==> config.mk <==
export PLATFORM = sky130hd
export DESIGN_NAME = alu_op_sequencer
export DESIGN_NICKNAME = d
export VERILOG_FILES = /design/src/rtl/alu_op_sequencer.sv
export SDC_FILE = /design/constraint.sdc
export NUM_CORES = 1
export LEC_CHECK = 0
export ABC_AREA = 1
export CAP_MARGIN = 10
export CORE_MARGIN = 4
export CORE_UTILIZATION = 29
export CTS_CLUSTER_SIZE = 12
export DETAILED_ROUTE_END_ITERATION = 16
export GPL_TIMING_DRIVEN = 0
export HOLD_SLACK_MARGIN = 0.12
export SLEW_MARGIN = 20
export SYNTH_ARGS = -nofsm -noshare
export SYNTH_HDL_FRONTEND = slang
export SYNTH_SLANG_ARGS = --single-unit
export TNS_END_PERCENT = 1
==> constraint.sdc <==
create_clock -name clk -period 2.75 [get_ports clk]
set_input_delay 0.6875 -clock clk [delete_from_list [all_inputs] [get_ports clk]]
set_output_delay 0.6875 -clock clk [all_outputs]
set_load 0.05 [all_outputs]
==> src/rtl/alu_op_sequencer.sv <==
// alu_op_sequencer: initiator-side master for the 8-bit register-file/ALU
// datapath. It takes one command at a time, drives the operands and opcode
// into the register file, and waits WAIT_CYCLES edges for the result. It
// then samples the result, the product high byte and the flags, and returns
// them as a packed 16-bit response.
//
// Optional build macro: ALU_PERF_CNT_EN. When it is defined, perf_count
// counts completed response handshakes. When it is not defined, perf_count
// is tied to zero and no counter is built.
//
// State | Meaning
// ------+-----------------------------------------------------------
// IDLE  | ready for a command; cmd_ready high (except during reset)
// WAIT  | operands driven; down-counter running toward the sample edge
// RESP  | response held on rsp_*; waiting for rsp_ready

module alu_op_sequencer #(
    parameter int WAIT_CYCLES = 2
) (
    input  logic        clk,
    input  logic        rst,
    input  logic        cmd_valid,
    output logic        cmd_ready,
    input  logic [7:0]  cmd_a,
    input  logic [7:0]  cmd_b,
    input  logic [1:0]  cmd_op,
    output logic [7:0]  rf_inreg1,
    output logic [7:0]  rf_inreg2,
    output logic [1:0]  rf_opcode,
    input  logic [7:0]  rf_store_word,
    input  logic [7:0]  rf_store_inp1,
    input  logic        rf_carry,
    input  logic        rf_overflow,
    output logic        rsp_valid,
    input  logic        rsp_ready,
    output logic [15:0] rsp_result,
    output logic        rsp_carry,
    output logic        rsp_overflow,
    output logic [1:0]  rsp_op,
    output logic        busy,
    output logic [15:0] perf_count
);

    if (WAIT_CYCLES < 1 || WAIT_CYCLES > 15) begin : g_bad_wait_cycles
        $error("alu_op_sequencer: WAIT_CYCLES must be within 1..15");
    end

    localparam logic [3:0] WAIT_LOAD = 4'(WAIT_CYCLES);
    localparam logic [1:0] OP_MUL    = 2'd3;

    typedef enum logic [1:0] {
        ST_IDLE = 2'd0,
        ST_WAIT = 2'd1,
        ST_RESP = 2'd2
    } state_t;

    state_t     state;
    state_t     state_nxt;
    logic [3:0] wait_cnt;
    logic [1:0] op_q;
    logic       accept;
    logic       sample;
    logic       rsp_done;

    // State register
    always_ff @(posedge clk or posedge rst) begin
        if (rst) begin
            state <= ST_IDLE;
        end else begin
            state <= state_nxt;
        end
    end

    // Next-state decode and handshake strobes
    always_comb begin
        state_nxt = state;
        accept    = 1'b0;
        sample    = 1'b0;
        rsp_done  = 1'b0;
        cmd_ready = (state == ST_IDLE) && !rst;
        case (state)
            ST_IDLE: begin
                if (cmd_valid && cmd_ready) begin
                    accept    = 1'b1;
                    state_nxt = ST_WAIT;
                end
            end
            ST_WAIT: begin
                // Counter reaches zero on this edge: this is the sample edge
                if (wait_cnt == 4'd1) begin
                    sample    = 1'b1;
                    state_nxt = ST_RESP;
                end
            end
            ST_RESP: begin
                if (rsp_valid && rsp_ready) begin
                    rsp_done  = 1'b1;
                    state_nxt = ST_IDLE;
                end
            end
            default: state_nxt = ST_IDLE;
        endcase
    end

    // Operand drive, wait counter and response capture
    always_ff @(posedge clk or posedge rst) begin
        if (rst) begin
            rf_inreg1    <= 8'h00;
            rf_inreg2    <= 8'h00;
            rf_opcode    <= 2'd0;
            op_q         <= 2'd0;
            wait_cnt     <= 4'd0;
            busy         <= 1'b0;
            rsp_valid    <= 1'b0;
            rsp_result   <= 16'h0000;
            rsp_carry    <= 1'b0;
            rsp_overflow <= 1'b0;
            rsp_op       <= 2'd0;
        end else begin
            if (accept) begin
                rf_inreg1 <= cmd_a;
                rf_inreg2 <= cmd_b;
                rf_opcode <= cmd_op;
                op_q      <= cmd_op;
                wait_cnt  <= WAIT_LOAD;
                busy      <= 1'b1;
            end else if (state == ST_WAIT) begin
                wait_cnt <= wait_cnt - 4'd1;
            end
            if (sample) begin
                rsp_result   <= (op_q == OP_MUL) ? {rf_store_inp1, rf_store_word}
                                                 : {8'h00, rf_store_word};
                rsp_carry    <= rf_carry;
                rsp_overflow <= rf_overflow;
                rsp_op       <= op_q;
                rsp_valid    <= 1'b1;
            end
            if (rsp_done) begin
                rsp_valid <= 1'b0;
                busy      <= 1'b0;
            end
        end
    end

`ifdef ALU_PERF_CNT_EN
    // Completed-operation counter; wraps naturally at 16 bits
    always_ff @(posedge clk or posedge rst) begin
        if (rst) begin
            perf_count <= 16'h0000;
        end else if (rsp_done) begin
            perf_count <= perf_count + 16'd1;
        end
    end
`else
    assign perf_count = 16'h0000;
`endif

endmodule

* Word-level counts from Yosys, hierarchy flattened
Cells that the tools add are included.
Widths: inputs -> output; s select.
** Word-level totals
- Flip-flop bits (word level) :: 46
- Output and inout bits :: 57
- Logic and storage cells :: 45
** Operators by class
- $add $sub $neg :: 1
- Equal/unequal tests :: 7
- Muxes and demuxes :: 17
- Reductions and logical operators :: 9
** Operator list (count)
- $mux 16 :: 1
- $mux 1 :: 10
- $mux 4 :: 2
- $mux 2 :: 3
- $pmux 2 s3 :: 1
- $reduce_bool 2->1 :: 3
- $eq 2x2->1 const B :: 2
- $eq 4x1->1 const B :: 1
- $ne 2x2->1 const B :: 2
- $sub 4x1->4 const B :: 1
- $logic_and 1x1->1 :: 3
- $reduce_and 3->1 :: 1
- $eq 2x1->1 const B :: 1
- $logic_not 2->1 :: 1
- $ne 2x1->1 const B :: 1
- $logic_not 1->1 :: 1

* Depth between registers and ports, before layout
Gate-level depths: netlist of the first run.
- Depth after elaboration :: 7
- Depth in mapped cells :: 8
- Mapped depth without buffers :: 7

* Least setup slack after synthesis of the first run
Ideal clock, no wire load.
- Path type :: input -> register
- Start point :: in rst
- End point :: reg rf_inreg1[0]
- Arrival :: 2.293 ns
- Data required time :: 2.623 ns
- Path slack :: 0.330 ns
- Cell stages on the path :: 5
- Cell sequence :: inv_1 -> nand3_2 -> buf_2 -> nand2_1 -> o21ai_0
** Between the ends
- Word-level cells in the longest chain between the ends :: 5
** RTL lines
- start: declaration :: line 21 : input logic rst,
- $logic_not 1->1 (no source line)
- $logic_and 1x1->1 :: line 80 : cmd_ready = (state == ST_IDLE) && !rst;
- $logic_and 1x1->1 :: line 83 : if (cmd_valid && cmd_ready) begin
- $mux 1 :: line 83
- $mux 1 :: line 81 : case (state)
- end signal: assignment :: line 121 : rf_inreg1 <= cmd_a;
- end: declaration :: line 27 : output logic [7:0] rf_inreg1,
Every way passes these cells.
A chain may end at the register's enable or synchronous reset.

* Worst setup path after layout of the first run
- Start point :: in rst
- End point :: out cmd_ready
** Between the ends
- Word-level cells in the longest chain between the ends :: 2
** RTL lines
- $logic_not 1->1 (no source line)
- $logic_and 1x1->1 :: line 80
- end: declaration :: line 23 : output logic cmd_ready,
Every way passes these cells.

==> impl_metrics.tcl, run 1 <==
set metrics [dict create \
    status "finished clean" \
    min_path_type "reg2reg" \
    leakagePower_uw 0.001577 \
    grt_pass1_vias 1850 \
    initial_utilization_pct 30.45 \
    slowest_stage "dlygate4sd2_1" \
    ant_nets 0 \
    rsz0062_at_grt "no" \
    max_clock_freq_mhz 399.5 \
    hpwlAfterDp_um 3856 \
    via_count 1735 \
    grt_pass1_wl_um 8700 \
    dp_cells 421 \
    drtIter0Drc 58 \
    clockBufferDepth 2 \
    die_w_um 93.16 \
    synth_seq_cells 46 \
    chipHeight_um 93.16 \
    drc 0 \
    numCtsBuffers 5 \
    start_kind "input port" \
    slew_headroom_pct 65.07 \
    dieArea_um2 8679 \
    cp_cell_sequence "clkdlybuf4s50_1, nor3_1, dlygate4sd2_1" \
    io_buffers 80 \
    clock-sinks 46 \
    final_common_cell "clkdlybuf4s50_1" \
    ir_drop_v 0.0005887 \
    finalNonFillerCells 429 \
    h-tree-depth 2 \
    final_area_um2 3213 \
    cts_tree "built" \
    worst_pin_slew_ns 0.5223 \
    period_share_pct 91.03 \
    drive_gt1_share_pct 17.42 \
    grt_use_total_pct 12.42 \
    clk-insertion-delay-late_ns 0.29 \
    fin_worst_skew_ns 0.003733 \
    maxCapViolCount 0 \
    crit_arrival_ns 1.82 \
    synth-seq-area-share_pct 54.73 \
    final_nets 374 \
    gp_congestion 0.7221 \
    ys_types 23 \
    cts_hold_buf 0 \
    post_cts_buffers 0 \
    timing_hold_violations_final 0 \
    mostFrequentLayoutCells "79 x clkdlybuf4s50_1, 59 x nand2_1, 46 x dfrtp_1, 26 x inv_1, 17 x buf_4" \
    coreArea_um2 6907 \
    setup_violations 0 \
    io_pins 97 \
    cts_root_buffer "clkbuf_8" \
    diodes 0 \
    max_stage_delay_ns 0.55 \
    rows 30 \
    syn_inst 229 \
    via_per_inst 4.044 \
    cp_max_fo 2 \
    required_ns 2.06 \
    place_area_um2 3100 \
    fillers 685 \
    firstDrtPassIters 4 \
    power_density_nw_per_um2 1303 \
    grt-ovfl-total 0 \
    tns_ns 0 \
    antenna_found_initial 0 \
    netlist_area_um2 2103 \
    critical_path_class "in2out" \
    yosys_warnings 0 \
    wl_per_cell_um 11.71 \
    grt_max_degree 28 \
    drt_wl_total_um 5025 \
    clk_pin_slew_ns 0.09 \
    cp-end-kind "primary output" \
    finalMaxSlewViolations 0 \
    cts_resized 1 \
    final.min_clock_period_ns 2.503 \
    synth.avg_cell_area_um2 9.185 \
    area_growth_pct 52.77 \
]
==> layer usage <==
layer / up-vias / global-route usage [%] / wire, um
met2: 53 / 22.02 / 2485
met1: 799 / 14.52 / 2200
li1: 881 / - / -
met3: 2 / 4.023 / 315
met4: 0 / 2.930 / 23
met5: - / 0 / 0
==> power breakdown <==
part	internal [uW]	switching [uW]	leakage [uW]	total, uW
Sequential	1000	215	0.000569	1220
Combinational	818	1650	0.000958	2460
Clock	270	236	0.0000504	507
Total	2090	2100	0.00158	4190
==> logic make-up (layout without fill, tap and decap cells) <==
group           count (synthesis)  in the layout  share of synthesized area, %
fa+ha+maj                       2              2                         1.190
simple gates                   95             95                         20.46
other cells                     1             16                        0.1783
buf+inv                        54            143                         14.34
flops                          46             46                         54.73
compound gates                 31             31                         9.102
==> critical path, delay by kind of cell <==
kind	cells	cell delay, ns
buffers and inverters	2	0.99
AND/OR/NAND/NOR	1	0.14
==> cell usage after synthesis, drive strengths merged <==
| library cell | number | area, um2 |
|---|---|---|
| nand2 | 68 | 282.8 |
| dfrtp | 46 | 1151 |
| inv | 29 | 108.9 |
| o21ai | 27 | 165.2 |
| buf | 25 | 192.7 |
| nand3 | 17 | 90.09 |
| nor2 | 7 | 41.29 |
| a21oi | 3 | 18.77 |
| ha | 2 | 25.02 |
| nor3 | 2 | 10.01 |
| conb | 1 | 3.750 |
| nand4 | 1 | 6.260 |
| o211ai | 1 | 7.510 |
==> area by class of cell <==
| type | count | area, um2 | area share [%] |
|---|---|---|---|
| Tap cell | 96 | 120.1 | 3.738 |
| Multi-Input combinational cell | 144 | 706.9 | 22.00 |
| Sequential cell | 46 | 1151 | 35.83 |
| Inverter | 29 | 108.9 | 3.388 |
| Timing Repair Buffer | 81 | 819.5 | 25.51 |
| Clock inverter | 3 | 45.04 | 1.402 |
| Clock buffer | 5 | 68.82 | 2.142 |
| Buffer | 25 | 192.7 | 5.997 |
==> final timing paths <==
path,start,endpoint,slack [ns],cells after the start
max,rst,cmd_ready,0.25,3
min,rsp_result[3]$_DFFE_PP0P_,rsp_result[3]$_DFFE_PP0P_,0.48,2
max reg2reg,wait_cnt[1]$_DFFE_PP0P_,rsp_result[5]$_DFFE_PP0P_,1.41,7
min reg2reg,rsp_result[3]$_DFFE_PP0P_,rsp_result[3]$_DFFE_PP0P_,0.48,2
max in group asynchronous,rst,rf_inreg1[2]$_DFFE_PP0P_,1.49,3
min in group asynchronous,rst,rsp_result[0]$_DFFE_PP0P_,0.75,2
==> sequential cells by signal, summed over array words and instances, names as in the netlist <==
| signal | cells |
|---|---|
| rsp_carry | 1 |
| rsp_op | 2 |
| rf_inreg1 | 8 |
| rsp_result | 16 |
| rsp_overflow | 1 |
| state | 2 |
| rf_inreg2 | 8 |
| op_q | 2 |
| busy | 1 |
| rsp_valid | 1 |
| wait_cnt | 4 |
==> per-stage QoR <==
stage	hold WS [ns]	total power [uW]	setup slack (ns)	util (%)
finish	0.4779	4188	0.2467	46.52
global route	0.5147	4458	0.1761	46.52
CTS	0.4815	4242	0.2263	46.52
detailed placement	0.4584	3726	-0.06660	44.89
global placement	0.4550	3687	-0.7972	44.60
floorplan	0.4963	2893	0.3303	-
Note: power is estimated with default switching activity, not from simulation.
==> run 2, diff against run 1 <==
--- a/config.mk
+++ b/config.mk
@@ -7,6 +7,7 @@
 export LEC_CHECK = 0
 export ABC_AREA = 1
 export CAP_MARGIN = 10
+export CORE_ASPECT_RATIO = 0.8
 export CORE_MARGIN = 4
 export CORE_UTILIZATION = 29
 export CTS_CLUSTER_SIZE = 12
==> impl_metrics.tcl, run 2 (synthesized netlist as in run 1, its figures left out) <==
set metrics [dict create \
    status "finished clean" \
    clk_pin_slew_ns 0.09 \
    max_stage_delay_ns 0.55 \
    setup_violations 0 \
    io_buffers 80 \
    multiInputGateArea_um2 706.9 \
    clockBufferDepth 2 \
    drc 0 \
    grt_pass1_vias 1718 \
    wl_per_cell_um 12.07 \
    numCtsBuffers 5 \
    cp-end-kind "primary output" \
    rsz0062_at_grt "no" \
    crit_arrival_ns 1.83 \
    finish.utilization_pct 45.68 \
    fin_worst_skew_ns 0.007703 \
    slew_headroom_pct 65.26 \
    leakagePower_uw 0.001575 \
    critical_path_class "in2out" \
    h-tree-depth 2 \
    via_count 1700 \
    cp_cell_sequence "clkdlybuf4s50_1, nor3_1, dlygate4sd2_1" \
    die_w_um 103.2 \
    rows 27 \
    area_growth_pct 51.16 \
    ir_drop_v 0.0004034 \
    max_clock_freq_mhz 397.4 \
    gp_congestion 0.7412 \
    post_cts_buffers 0 \
    grt_use_total_pct 12.16 \
    ant_nets 0 \
    period_share_pct 91.50 \
    crit_buf_inv 2 \
    worst_pin_slew_ns 0.5194 \
    hpwlAfterDp_um 3746 \
    cts_root_buffer "clkbuf_8" \
    grt_max_degree 32 \
    seqCellArea_um2 1151 \
    maxCapViolCount 0 \
    final.min_clock_period_ns 2.516 \
    slowest_stage "dlygate4sd2_1" \
    io_pins 97 \
    worst_slack_ns 0.2337 \
    required_ns 2.06 \
    final_nets 374 \
    initial_utilization_pct 30.22 \
    min_path_type "reg2reg" \
    antenna_found_initial 0 \
    clock-sinks 46 \
    rrSetupSlack_ns 1.42 \
    firstDrtPassIters 4 \
    grt_pass1_wl_um 8445 \
    clk-insertion-delay-late_ns 0.30 \
    finalMaxSlewViolations 0 \
    grt-ovfl-total 0 \
    tns_ns 0 \
    mostFrequentLayoutCells "79 x clkdlybuf4s50_1, 59 x nand2_1, 46 x dfrtp_1, 26 x inv_1, 17 x buf_4" \
    largest-register "rsp_result" \
    chipHeight_um 84.17 \
    dieArea_um2 8688 \
    top_regs "rsp_result: 16 flops, rf_inreg1: 8 flops, rf_inreg2: 8 flops" \
    drive_gt1_share_pct 17.12 \
    cts_hold_buf 0 \
    crit_family "buffers and inverters" \
    coreArea_um2 6959 \
    largest_register_ffs 16 \
    timing_hold_violations_final 0 \
    cts_tree "built" \
    via_per_inst 4.048 \
    fillers 695 \
    power_density_nw_per_um2 1291 \
    start_kind "input port" \
    final_common_cell "clkdlybuf4s50_1" \
    diodes 0 \
    pre_cts_slack_ns -0.04868 \
    drt_wl_total_um 5071 \
    cp_max_fo 2 \
    drtIter0Drc 52 \
]
## run 2: stage by stage
stage	total power, uW	hold slack, ns	area [um2]	std cells
finish	4105	0.4783	3179	420
global route	4364	0.5091	3179	420
CTS	4160	0.4809	3179	420
detailed placement	3717	0.4584	3089	412
global placement	3694	0.4539	3069	411
floorplan	2893	0.4963	2160	244
## run 2: area by class of cell
class	count	area share [%]
flip-flops and latches	46	36.21
repair buffers	81	25.78
multi-input cells	144	22.24
plain buffers	25	6.061
inverters	29	3.424
well taps	87	3.424
clock buffers	7	2.715
clock inverters	1	0.1574
## run 2: worst paths after layout
| check | start | endpoint | depth (start not counted) |
|---|---|---|---|
| worst min register to register | rsp_result[0]$_DFFE_PP0P_ | rsp_result[0]$_DFFE_PP0P_ | 2 |
| worst max register to register | wait_cnt[1]$_DFFE_PP0P_ | rsp_result[15]$_DFFE_PP0P_ | 8 |
| worst max-delay path | rst | cmd_ready | 3 |
| min in group asynchronous | rst | rsp_overflow$_DFFE_PP0P_ | 2 |
| max in group asynchronous | rst | rsp_result[9]$_DFFE_PP0P_ | 3 |
| worst min-delay path | rsp_result[0]$_DFFE_PP0P_ | rsp_result[0]$_DFFE_PP0P_ | 2 |
## run 2: routing by layer
layer / GRT usage [%] / part of all wire, % / wire length, um / vias to the layer above
met4: 3.176 / 1.0 / 52 / 0
met1: 17.10 / 48 / 2436 / 750
met5: 0 / 0 / 0 / -
li1: - / - / - / 885
met2: 17.94 / 42 / 2133 / 57
met3: 4.070 / 8.8 / 448 / 8
## run 2: power breakdown
part | internal (uW) | total, uW | switching [uW]
logic | 817 | 2460 | 1640
clock network | 203 | 432 | 229
registers | 1000 | 1220 | 214
total | 2020 | 4100 | 2080
## run 2: what timing repair did
item,4_1_cts,5_1_grt
resized for setup,1,0
setup endpoints to repair,1,0
hold endpoints to repair,0,0
## run 2: worst reg2reg max path: cells and delay by family, from the launching register on
kind | cells | cell delay [ns]
flip-flops | 1 | 0.40
AND/OR/NAND/NOR | 4 | 0.40
buffers and inverters | 2 | 0.24
adder cells (fa/ha/maj) | 1 | 0.14
AO/OA/AOI/OAI | 1 | 0.04
